--- config.mk ---
export PLATFORM = sky130hd
export DESIGN_NAME = adc_seq_ctrl_flat
export DESIGN_NICKNAME = d
export VERILOG_FILES = /design/src/rtl/adc_seq_ctrl_if.sv /design/src/rtl/adc_seq_ctrl.sv /design/src/flat_wrapper.sv
export SDC_FILE = /design/constraint.sdc
export NUM_CORES = 1
export LEC_CHECK = 0
export CAP_MARGIN = 40
export CORE_MARGIN = 4
export CORE_UTILIZATION = 49
export CTS_CLUSTER_DIAMETER = 150
export DETAILED_ROUTE_END_ITERATION = 8
export PLACE_DENSITY = 0.87
export SYNTH_ARGS = -nofsm -noshare
export SYNTH_HDL_FRONTEND = slang
export SYNTH_SLANG_ARGS = --single-unit
--- constraint.sdc ---
create_clock -name clk -period 3.2 [get_ports clk]
set_input_delay 0.64 -clock clk [delete_from_list [all_inputs] [get_ports clk]]
set_output_delay 0.64 -clock clk [all_outputs]
set_load 0.005 [all_outputs]
--- src/rtl/adc_seq_ctrl_if.sv ---
// Result FIFO pop port of adc_seq_ctrl: valid/ready, data held while valid is high.
interface adc_seq_ctrl_if;
    logic        rd_valid;
    logic [15:0] rd_data;
    logic        rd_ready;

    modport master (output rd_valid, output rd_data, input rd_ready);
    modport slave  (input rd_valid, input rd_data, output rd_ready);
endinterface

--- src/rtl/adc_seq_ctrl.sv ---
// SAR ADC conversion sequencer: config check/latch, paced start pulses, done sync, result FIFO.
// Optional WAIT watchdog when ADC_SEQ_WDOG_EN is defined; otherwise WAIT is unbounded.
module adc_seq_ctrl #(
    parameter int FIFO_DEPTH  = 4,
    parameter int WDOG_CYCLES = 4095
) (
    input  logic                        clk,
    input  logic                        rst,
    input  logic                        enable,
    input  logic                        single_req,
    input  logic [15:0]                 period,
    input  logic [15:0]                 cfg1_in,
    input  logic [15:0]                 cfg2_in,
    input  logic                        clr_err,
    output logic [15:0]                 adc_cfg1_out,
    output logic [15:0]                 adc_cfg2_out,
    output logic                        adc_start_out,
    input  logic                        adc_done_in,
    input  logic [15:0]                 adc_result_in,
    adc_seq_ctrl_if.master              rd,
    output logic                        busy,
    output logic                        cfg_err,
    output logic                        ovf_err,
    output logic                        wdog_err,
    output logic [$clog2(FIFO_DEPTH):0] fifo_level
);
    localparam int PW = $clog2(FIFO_DEPTH);
    localparam logic [PW:0] DEPTH_L = FIFO_DEPTH[PW:0];

    typedef enum logic [2:0] {IDLE, START, GAP, WAIT, CAPTURE} state_t;

    state_t        state;
    logic          start_phase;
    logic [8:0]    start_cnt;
    logic [15:0]   gap_cnt;
    logic          done_s1, done_s2, done_s3;
    logic          done_rise;
    logic          trigger, cfg_ok;
    logic          push, pop, full, push_ok;
    logic [15:0]   mem [FIFO_DEPTH];
    logic [PW-1:0] wr_ptr, rd_ptr;

`ifdef ADC_SEQ_WDOG_EN
    localparam int WW = $clog2(WDOG_CYCLES + 1);
    logic [WW-1:0] wd_cnt;
`else
    assign wdog_err = 1'b0;
`endif

    function automatic logic [8:0] osr_n(input logic [2:0] code);
        case (code)
            3'd0:    osr_n = 9'd1;
            3'd1:    osr_n = 9'd4;
            3'd2:    osr_n = 9'd16;
            3'd3:    osr_n = 9'd64;
            default: osr_n = 9'd256;
        endcase
    endfunction

    // START holds for 2 cycles and GAP runs load+1 cycles, so start-to-start is max(period,3).
    function automatic logic [15:0] gap_load(input logic [15:0] p);
        gap_load = (p < 16'd3) ? 16'd0 : p - 16'd3;
    endfunction

    assign trigger   = enable | single_req;
    assign cfg_ok    = (cfg1_in[5:3] <= 3'd4) && (cfg2_in[4:0] == cfg2_in[9:5]) &&
                       (cfg2_in[9:5] == cfg2_in[14:10]) && cfg2_in[15];
    assign done_rise = done_s2 & ~done_s3;
    assign busy      = (state != IDLE);

    always_ff @(posedge clk) begin
        if (rst) begin
            done_s1 <= 1'b0;
            done_s2 <= 1'b0;
            done_s3 <= 1'b0;
        end else begin
            done_s1 <= adc_done_in;
            done_s2 <= done_s1;
            done_s3 <= done_s2;
        end
    end

    always_ff @(posedge clk) begin
        if (rst) begin
            state         <= IDLE;
            start_phase   <= 1'b0;
            start_cnt     <= '0;
            gap_cnt       <= '0;
            adc_start_out <= 1'b0;
            adc_cfg1_out  <= '0;
            adc_cfg2_out  <= '0;
            cfg_err       <= 1'b0;
`ifdef ADC_SEQ_WDOG_EN
            wd_cnt        <= '0;
            wdog_err      <= 1'b0;
`endif
        end else begin
            // Clear first so a same-cycle set below takes priority.
            if (clr_err) begin
                cfg_err  <= 1'b0;
`ifdef ADC_SEQ_WDOG_EN
                wdog_err <= 1'b0;
`endif
            end
            case (state)
                IDLE: begin
                    if (trigger) begin
                        if (cfg_ok) begin
                            adc_cfg1_out  <= cfg1_in;
                            adc_cfg2_out  <= cfg2_in;
                            start_cnt     <= osr_n(cfg1_in[5:3]);
                            start_phase   <= 1'b0;
                            adc_start_out <= 1'b1;
                            state         <= START;
                        end else begin
                            cfg_err <= 1'b1;
                        end
                    end
                end
                START: begin
                    if (!start_phase) begin
                        start_phase <= 1'b1;
                    end else begin
                        start_phase   <= 1'b0;
                        adc_start_out <= 1'b0;
                        start_cnt     <= start_cnt - 9'd1;
                        gap_cnt       <= gap_load(period);
                        if (start_cnt == 9'd1) begin
                            state <= WAIT;
`ifdef ADC_SEQ_WDOG_EN
                            wd_cnt <= '0;
`endif
                        end else begin
                            state <= GAP;
                        end
                    end
                end
                GAP: begin
                    if (gap_cnt == 16'd0) begin
                        adc_start_out <= 1'b1;
                        state         <= START;
                    end else begin
                        gap_cnt <= gap_cnt - 16'd1;
                    end
                end
                WAIT: begin
                    if (done_rise) begin
                        state <= CAPTURE;
                    end
`ifdef ADC_SEQ_WDOG_EN
                    else if (wd_cnt == WW'(WDOG_CYCLES - 1)) begin
                        wdog_err <= 1'b1;
                        state    <= IDLE;
                    end else begin
                        wd_cnt <= wd_cnt + 1'b1;
                    end
`endif
                end
                CAPTURE: begin
                    if (enable) begin
                        start_cnt <= osr_n(adc_cfg1_out[5:3]);
                        gap_cnt   <= gap_load(period);
                        state     <= GAP;
                    end else begin
                        state <= IDLE;
                    end
                end
                default: state <= IDLE;
            endcase
        end
    end

    assign push        = (state == CAPTURE);
    assign pop         = rd.rd_valid & rd.rd_ready;
    assign full        = (fifo_level == DEPTH_L);
    assign push_ok     = push & (~full | pop);
    assign rd.rd_valid = (fifo_level != '0);
    assign rd.rd_data  = mem[rd_ptr];

    always_ff @(posedge clk) begin
        if (rst) begin
            wr_ptr     <= '0;
            rd_ptr     <= '0;
            fifo_level <= '0;
            ovf_err    <= 1'b0;
            for (int i = 0; i < FIFO_DEPTH; i++) mem[i] <= '0;
        end else begin
            if (clr_err) ovf_err <= 1'b0;
            if (push && full && !pop) ovf_err <= 1'b1;
            if (push_ok) begin
                mem[wr_ptr] <= adc_result_in;
                wr_ptr      <= wr_ptr + 1'b1;
            end
            if (pop) rd_ptr <= rd_ptr + 1'b1;
            case ({push_ok, pop})
                2'b10:   fifo_level <= fifo_level + 1'b1;
                2'b01:   fifo_level <= fifo_level - 1'b1;
                default: fifo_level <= fifo_level;
            endcase
        end
    end
endmodule

--- src/flat_wrapper.sv ---
// flat-port wrapper written by rule: the top's interface ports become plain ports
module adc_seq_ctrl_flat 
#(
    parameter int FIFO_DEPTH  = 4,
    parameter int WDOG_CYCLES = 4095
)
  (clk, rst, enable, single_req, period, cfg1_in, cfg2_in, clr_err, adc_cfg1_out, adc_cfg2_out, adc_start_out, adc_done_in, adc_result_in, busy, cfg_err, ovf_err, wdog_err, fifo_level, rd_rd_valid, rd_rd_data, rd_rd_ready);
  adc_seq_ctrl_if rd_i ();
  input  logic clk;
  input  logic rst;
  input  logic enable;
  input  logic single_req;
  input  logic [15:0] period;
  input  logic [15:0] cfg1_in;
  input  logic [15:0] cfg2_in;
  input  logic clr_err;
  output logic [15:0] adc_cfg1_out;
  output logic [15:0] adc_cfg2_out;
  output logic adc_start_out;
  input  logic adc_done_in;
  input  logic [15:0] adc_result_in;
  output logic busy;
  output logic cfg_err;
  output logic ovf_err;
  output logic wdog_err;
  output logic [$clog2(FIFO_DEPTH):0] fifo_level;
  output wire logic [$bits(rd_i.rd_valid)-1:0] rd_rd_valid;
  output wire logic [$bits(rd_i.rd_data)-1:0] rd_rd_data;
  input wire logic [$bits(rd_i.rd_ready)-1:0] rd_rd_ready;
  assign rd_rd_valid = rd_i.rd_valid;
  assign rd_rd_data = rd_i.rd_data;
  assign rd_i.rd_ready = rd_rd_ready;
  adc_seq_ctrl #(.FIFO_DEPTH(FIFO_DEPTH), .WDOG_CYCLES(WDOG_CYCLES)) u_core (.clk(clk), .rst(rst), .enable(enable), .single_req(single_req), .period(period), .cfg1_in(cfg1_in), .cfg2_in(cfg2_in), .clr_err(clr_err), .adc_cfg1_out(adc_cfg1_out), .adc_cfg2_out(adc_cfg2_out), .adc_start_out(adc_start_out), .adc_done_in(adc_done_in), .adc_result_in(adc_result_in), .rd(rd_i), .busy(busy), .cfg_err(cfg_err), .ovf_err(ovf_err), .wdog_err(wdog_err), .fifo_level(fifo_level));
endmodule
==> results.py, run 1 <==
metrics = {
    "status": {
        "status": "complete, no violations",
    },
    "power": {
        "power.density_nw_per_um2": 472.1,
        "p_sw_share_pct": 24.34,
        "intPower_uw": 3084,
        "power_frac_clock_pct": 45.3,
        "p_seq_share_pct": 47.2,
        "peakVddDrop_mv": 0.3708,
        "p_leak_uw": 0.003136,
        "p_sw_uw": 992.4,
        "power_frac_comb_pct": 7.5,
    },
    "layout": {
        "n_antenna_cell": 0,
        "syn2layout_area_growth_pct": 30.60,
        "nets": 874,
        "utilization_pct": 65.20,
        "layout-drive-gt1-share_pct": 10.88,
        "num-fill-cells": 1033,
        "instances_no_fill": 985,
    },
    "sta": {
        "relSlewSlack_pct": 47.22,
        "hold_viol_final": 0,
        "slew_viol_final": 0,
        "setup_viol": 0,
        "layout_min_cycle_time_ns": 2.729,
        "fin_tns_setup_ns": 0,
        "min_period_over_period_pct": 85.27,
        "tightest_slew_ns": 0.7916,
        "timing.fmax_ghz": 0.3665,
        "rsz0062_at_grt": "false",
        "finalClockSkew_ns": 0.009057,
        "whs_ns": 0.4376,
    },
    "drt": {
        "dr_wl_met2_um": 7830,
        "vias": 5483,
        "drc": 0,
        "first_pass_iters": 5,
        "wirelength_um": 16000,
        "wl_per_cell_um": 16.24,
        "viasPerCell": 5.566,
        "wl_met1_um": 6352,
        "postRouteAntennaNets": 0,
        "dr_wl_met3_um": 1364,
        "drtIter0Drc": 564,
        "top_layer": "met4",
    },
    "global_route": {
        "grt_overflow": 0,
        "grt_pass1_wl_um": 25540,
        "grt_max_degree": 32,
        "antenna_found_initial": 0,
        "grt_pass1_vias": 5353,
        "grt_usage_pct": 21.54,
    },
    "clock_network": {
        "cts_sinks": 140,
        "htreeDepth": 4,
        "clock_path_buffers": 2,
        "post_cts_resized": 0,
        "clock_latency_ns": 0.43,
        "cts_root_buf": "clkbuf_16",
        "clk_pin_slew_ns": 0.06,
        "post_cts_buffers": 0,
        "cts_tree": "yes",
        "numCtsBuffers": 17,
        "holdBufCountCts": 0,
    },
    "die": {
        "dieArea_sq_um": 15410,
        "core_area_sq_um": 13240,
        "floorplan.initialDensity_pct": 49.92,
        "rows": 42,
        "io_pins": 128,
        "dieWidth_um": 124.2,
        "fp.dieH_um": 124.2,
    },
    "synthesis": {
        "synth_edf_count": 64,
        "synth_area_leader_cell": "edfxtp_1",
        "synth_area_leaders": "edfxtp_1 (29%), dfxtp_1 (23%), mux4_2 (5.5%), nor2_1 (4.7%), a21oi_1 (4.6%)",
        "yosysTopAreaCellShare_pct": 29.07,
        "synth_most_common_cell": "nor2_1",
        "syn-num-nets": 746,
        "ys_seq_elements": 140,
        "async_flop_share_pct": 0,
        "yosysSeqAreaShare_pct": 52.08,
        "syn_area_sq_um": 6611,
        "syn_inst": 668,
        "yosysUniqueCellTypes": 67,
        "synthTopCellsByCount": "nor2_1 (83), nand2_1 (81), dfxtp_1 (76), edfxtp_1 (64), a21oi_1 (61)",
        "synth_area_per_cell_sq_um": 9.897,
        "synthFlopType": "dfxtp_1",
        "synth-warning-count": 0,
    },
    "worst_setup_path": {
        "slowest_stage": "mux4_2",
        "worstSetupPathType": "flop to output port",
        "crit_chain": "buf_4 -> mux4_2 -> clkdlybuf4s50_1",
        "cp-end-kind": "output port",
        "required_ns": 2.56,
        "slowest_delay_ns": 0.56,
        "crit_path_max_fanout": 16,
        "start_kind": "flop",
        "arrival_ns": 2.09,
    },
    "placed_design": {
        "dp_hpwl_um": 11080,
        "port_buffers": 126,
        "routabilityCongestion": 0.8903,
        "dp_cells": 953,
    },
    "min_path": {
        "hold_class": "flop to flop",
    },
    "flow_run": {
        "cap_violations": 0,
    },
}
-- routing by layer --
| layer | GRT usage [%] | vias to the layer above |
|---|---|---|
| met2 | 35.84 | 242 |
| li1 | - | 2636 |
| met5 | 0 | - |
| met3 | 7.039 | 41 |
| met1 | 25.17 | 2564 |
| met4 | 10.20 | 0 |
-- logic make-up after synthesis --
group,count (synthesis),share of synthesized area [%]
adder cells (fa/ha/maj),7,1.438
buffers and inverters,64,3.804
XOR/XNOR,20,2.763
multiplexers,18,5.753
other,1,0.05672
AO/OA/AOI/OAI,145,13.51
AND/OR/NAND/NOR,273,20.59
flip-flops,140,52.08
-- flip-flops by register name, summed over array words and instances (netlist names), named ones only --
register	flops
u_core.start_phase	1
u_core.mem	64
u_core.cfg_err	1
u_core.gap_cnt	16
u_core.start_cnt	9
u_core.done_s1	1
u_core.state	3
u_core.done_s3	1
u_core.done_s2	1
u_core.fifo_level	3
u_core.ovf_err	1
u_core.adc_cfg2_out	16
u_core.rd_ptr	2
u_core.adc_cfg1_out	16
u_core.adc_start_out	1
u_core.wr_ptr	2
-- power groups by stage --
stage / Clock (uW) / Sequential [uW] / Combinational [uW]
4_1_cts: 1880 / 1920 / 305
5_1_grt: 1960 / 1930 / 332
3_5_place_dp: 0 / 1960 / 304
3_3_place_gp: 0 / 1960 / 299
6_report: 1850 / 1920 / 306
2_1_floorplan: 0 / 1950 / 143
-- per-stage QoR --
| stage | setup slack (ns) | area [sq um] | power (uW) |
|---|---|---|---|
| detailed placement | 0.1238 | 8079 | 2266 |
| floorplan | 0.6914 | 6611 | 2095 |
| global route | 0.3692 | 8635 | 4220 |
| global placement | 0.2088 | 8079 | 2259 |
| finish | 0.4713 | 8635 | 4077 |
| CTS | 0.4286 | 8635 | 4108 |
-- worst paths after layout --
path         slack [ns]            start                end  cells past startpoint
max                0.47             flop     rd_rd_data[11]                      3
min                0.44   u_core.done_s1     u_core.done_s2                      1
max reg2reg        0.75  u_core.state[2]  u_core.mem[0][14]                      6
min reg2reg        0.44   u_core.done_s1     u_core.done_s2                      1
-- critical path, delay by kind of cell (launching register included) --
family / cells / cell delay (ns)
buffers and inverters: 2 / 0.79
DFF: 1 / 0.31
muxes: 1 / 0.56
-- layout make-up --
class / count / area, sq um / share of cell area [%]
Tap cell: 176 / 220.2 / 2.550
Sequential cell: 140 / 3443 / 39.88
Clock inverter: 15 / 130.1 / 1.507
Multi-Input combinational cell: 464 / 2917 / 33.78
Inverter: 30 / 115.1 / 1.333
Timing Repair Buffer: 143 / 1384 / 16.03
Clock buffer: 17 / 425.4 / 4.927
-- cell usage in the layout (no fill, tap or decap), types with 9 or more instances in the layout --
master | netlist | routed
edfxtp_1 | 64 | 64
xnor2_1 | 10 | 10
mux4_2 | 16 | 16
nand2b_1 | 13 | 13
o22ai_1 | 12 | 12
nand2_1 | 81 | 81
nor2_1 | 83 | 83
clkbuf_16 | 0 | 17
xor2_1 | 9 | 9
clkdlybuf4s50_1 | 0 | 125
inv_1 | 29 | 29
a21oi_1 | 61 | 61
and2_1 | 22 | 22
nor3_1 | 17 | 17
o21ai_0 | 29 | 29
dfxtp_1 | 76 | 76
buf_4 | 1 | 17
or3_1 | 9 | 9
(Power assumes the default switching activity.)
==> run 2: changes to the inputs <==
Settings changed: SLEW_MARGIN set to 20.
==> results of run 2 <==
Same layout as run 1: the final DEF is identical, and so are final timing and power.
==> run 3: changes to the inputs <==
Settings changed: ABC_CLOCK_PERIOD_IN_PS set to 3200, CORE_UTILIZATION 49 to 52, PLACE_DENSITY 0.87 to 0.91.
==> results.py, run 3 (same netlist as run 1, synthesis figures left out) <==
metrics = {
    "worst_setup_path": {
        "worstSetupPathType": "flop to flop",
        "slowest_stage": "nor4_4",
        "required_ns": 3.27,
        "reg2reg_slack_ns": 0.33,
        "crit_chain": "or3b_1 -> nor2_1 -> inv_1 -> nor4_4 -> or2_2",
        "start_kind": "flop",
        "reg2reg_depth": 5,
        "r2r-end": "u_core.mem[0][11]",
        "r2r-start": "u_core.state[2]",
        "arrival_ns": 2.94,
        "slowest_delay_ns": 0.56,
        "crit_path_max_fanout": 17,
        "cp-end-kind": "flop",
    },
    "clock_network": {
        "cts_sinks": 140,
        "htreeDepth": 4,
        "clock_path_buffers": 2,
        "clock_latency_ns": 0.41,
        "cts_root_buf": "clkbuf_16",
        "cts_tree": "yes",
        "post_cts_resized": 0,
        "post_cts_buffers": 0,
        "numCtsBuffers": 17,
        "clk_pin_slew_ns": 0.06,
        "holdBufCountCts": 0,
    },
    "layout": {
        "nets": 870,
        "top_register": "u_core.mem",
        "multi_input_comb_area_sq_um": 2917,
        "largest_reg_flops": 64,
        "final_cell_mix": "clkdlybuf4s50_1 (125), nor2_1 (83), nand2_1 (81), dfxtp_1 (76), edfxtp_1 (64)",
        "num-fill-cells": 863,
        "seqCellArea_sq_um": 3443,
        "syn2layout_area_growth_pct": 31.42,
        "n_antenna_cell": 0,
        "final_common_cell": "clkdlybuf4s50_1",
        "layout-drive-gt1-share_pct": 9.950,
        "utilization_pct": 71.15,
    },
    "die": {
        "rows": 40,
        "fp.dieH_um": 120.8,
        "dieArea_sq_um": 14580,
        "dieWidth_um": 120.8,
        "core_area_sq_um": 12210,
        "floorplan.initialDensity_pct": 54.14,
        "io_pins": 128,
    },
    "power": {
        "peakVddDrop_mv": 0.3773,
        "p_leak_uw": 0.003149,
        "power.density_nw_per_um2": 499.2,
        "p_total_uw": 4337,
    },
    "global_route": {
        "grt_usage_pct": 24.12,
        "grt_max_degree": 83,
        "grt_util_met1_pct": 27.29,
        "grtUsageMet3_pct": 8.138,
        "grt_pass1_wl_um": 27900,
        "antenna_found_initial": 0,
        "grt_overflow": 0,
        "grt_use_met2_pct": 42.51,
        "grt_pass1_vias": 5733,
        "top_usage_layer": "met2",
    },
    "placed_design": {
        "dp_hpwl_um": 11820,
        "post-place-ws_ns": -0.06415,
        "routabilityCongestion": 0.8794,
        "port_buffers": 126,
    },
    "drt": {
        "first_pass_iters": 5,
        "wirelength_um": 17000,
        "drc": 0,
        "wl_per_cell_um": 17.49,
        "viasPerCell": 5.709,
        "vias": 5549,
        "drtIter0Drc": 482,
        "postRouteAntennaNets": 0,
    },
    "sta": {
        "tightest_slew_ns": 0.7799,
        "setup_viol": 0,
        "layout_min_cycle_time_ns": 2.871,
        "fin_tns_setup_ns": 0,
        "setup_slack_ns": 0.3289,
        "relSlewSlack_pct": 48.01,
        "min_period_over_period_pct": 89.72,
        "rsz0062_at_grt": "false",
        "slew_viol_final": 0,
        "timing.fmax_ghz": 0.3483,
        "finalClockSkew_ns": 0.006305,
        "hold_viol_final": 0,
    },
    "min_path": {
        "hold_class": "flop to flop",
        "hold-path-cell-count": 2,
        "holdCritStartpoint": "u_core.adc_cfg1_out[15]",
        "min_to": "u_core.adc_cfg1_out[15]",
    },
    "status": {
        "status": "complete, no violations",
    },
    "flow_run": {
        "cap_violations": 0,
    },
}
==> run 3: worst max-delay path: cells and delay by family (launching register included) <==
kind	cells	cell delay, ns
buffers and inverters	1	0.19
and+or+nand+nor	4	1.77
DFF	1	0.55
==> run 3: metal layers <==
layer | vias to the layer above | share of wire (%)
met5 | - | 0
met4 | 0 | 1.7
met3 | 29 | 8.0
met2 | 247 | 52
met1 | 2651 | 38
li1 | 2622 | -
==> run 3: worst max-delay path by stage <==
stage	startpoint	endpoint	slack, ns	cells after the start
2_1_floorplan	rd_rd_ready	u_core.fifo_level[2]	0.69	9
3_3_place_gp	rd_rd_ready	u_core.fifo_level[2]	-0.01	10
3_5_place_dp	rd_rd_ready	u_core.fifo_level[2]	-0.06	10
4_1_cts	rd_rd_ready	u_core.fifo_level[2]	0.29	10
5_1_grt	u_core.state[2]	u_core.mem[0][4]	0.03	5
6_report	u_core.state[2]	u_core.mem[0][11]	0.33	5
==> run 3: area by class of cell <==
type / count / area share (%)
sequential: 140 / 39.63
multi-input combinational: 464 / 33.57
timing repair buffer: 139 / 15.81
clock buffer: 20 / 5.026
tap: 168 / 2.419
clock inverter: 11 / 2.218
inverter: 30 / 1.325
==> run 3: through the flow <==
step	area (sq um)	hold WS, ns	instances
final	8688	0.4507	972
after detailed placement	8031	0.4397	940
after floorplan	6611	0.4138	668
after CTS	8661	0.4545	971
after global routing	8688	0.4660	972
after global placement	8031	0.4219	940
==> run 3: power breakdown <==
group          leakage, uW  switching [uW]  internal (uW)  total (uW)
sequential         0.00127            21.4           1900        1930
combinational      0.00158             151            165         316
clock             0.000300             717           1380        2100
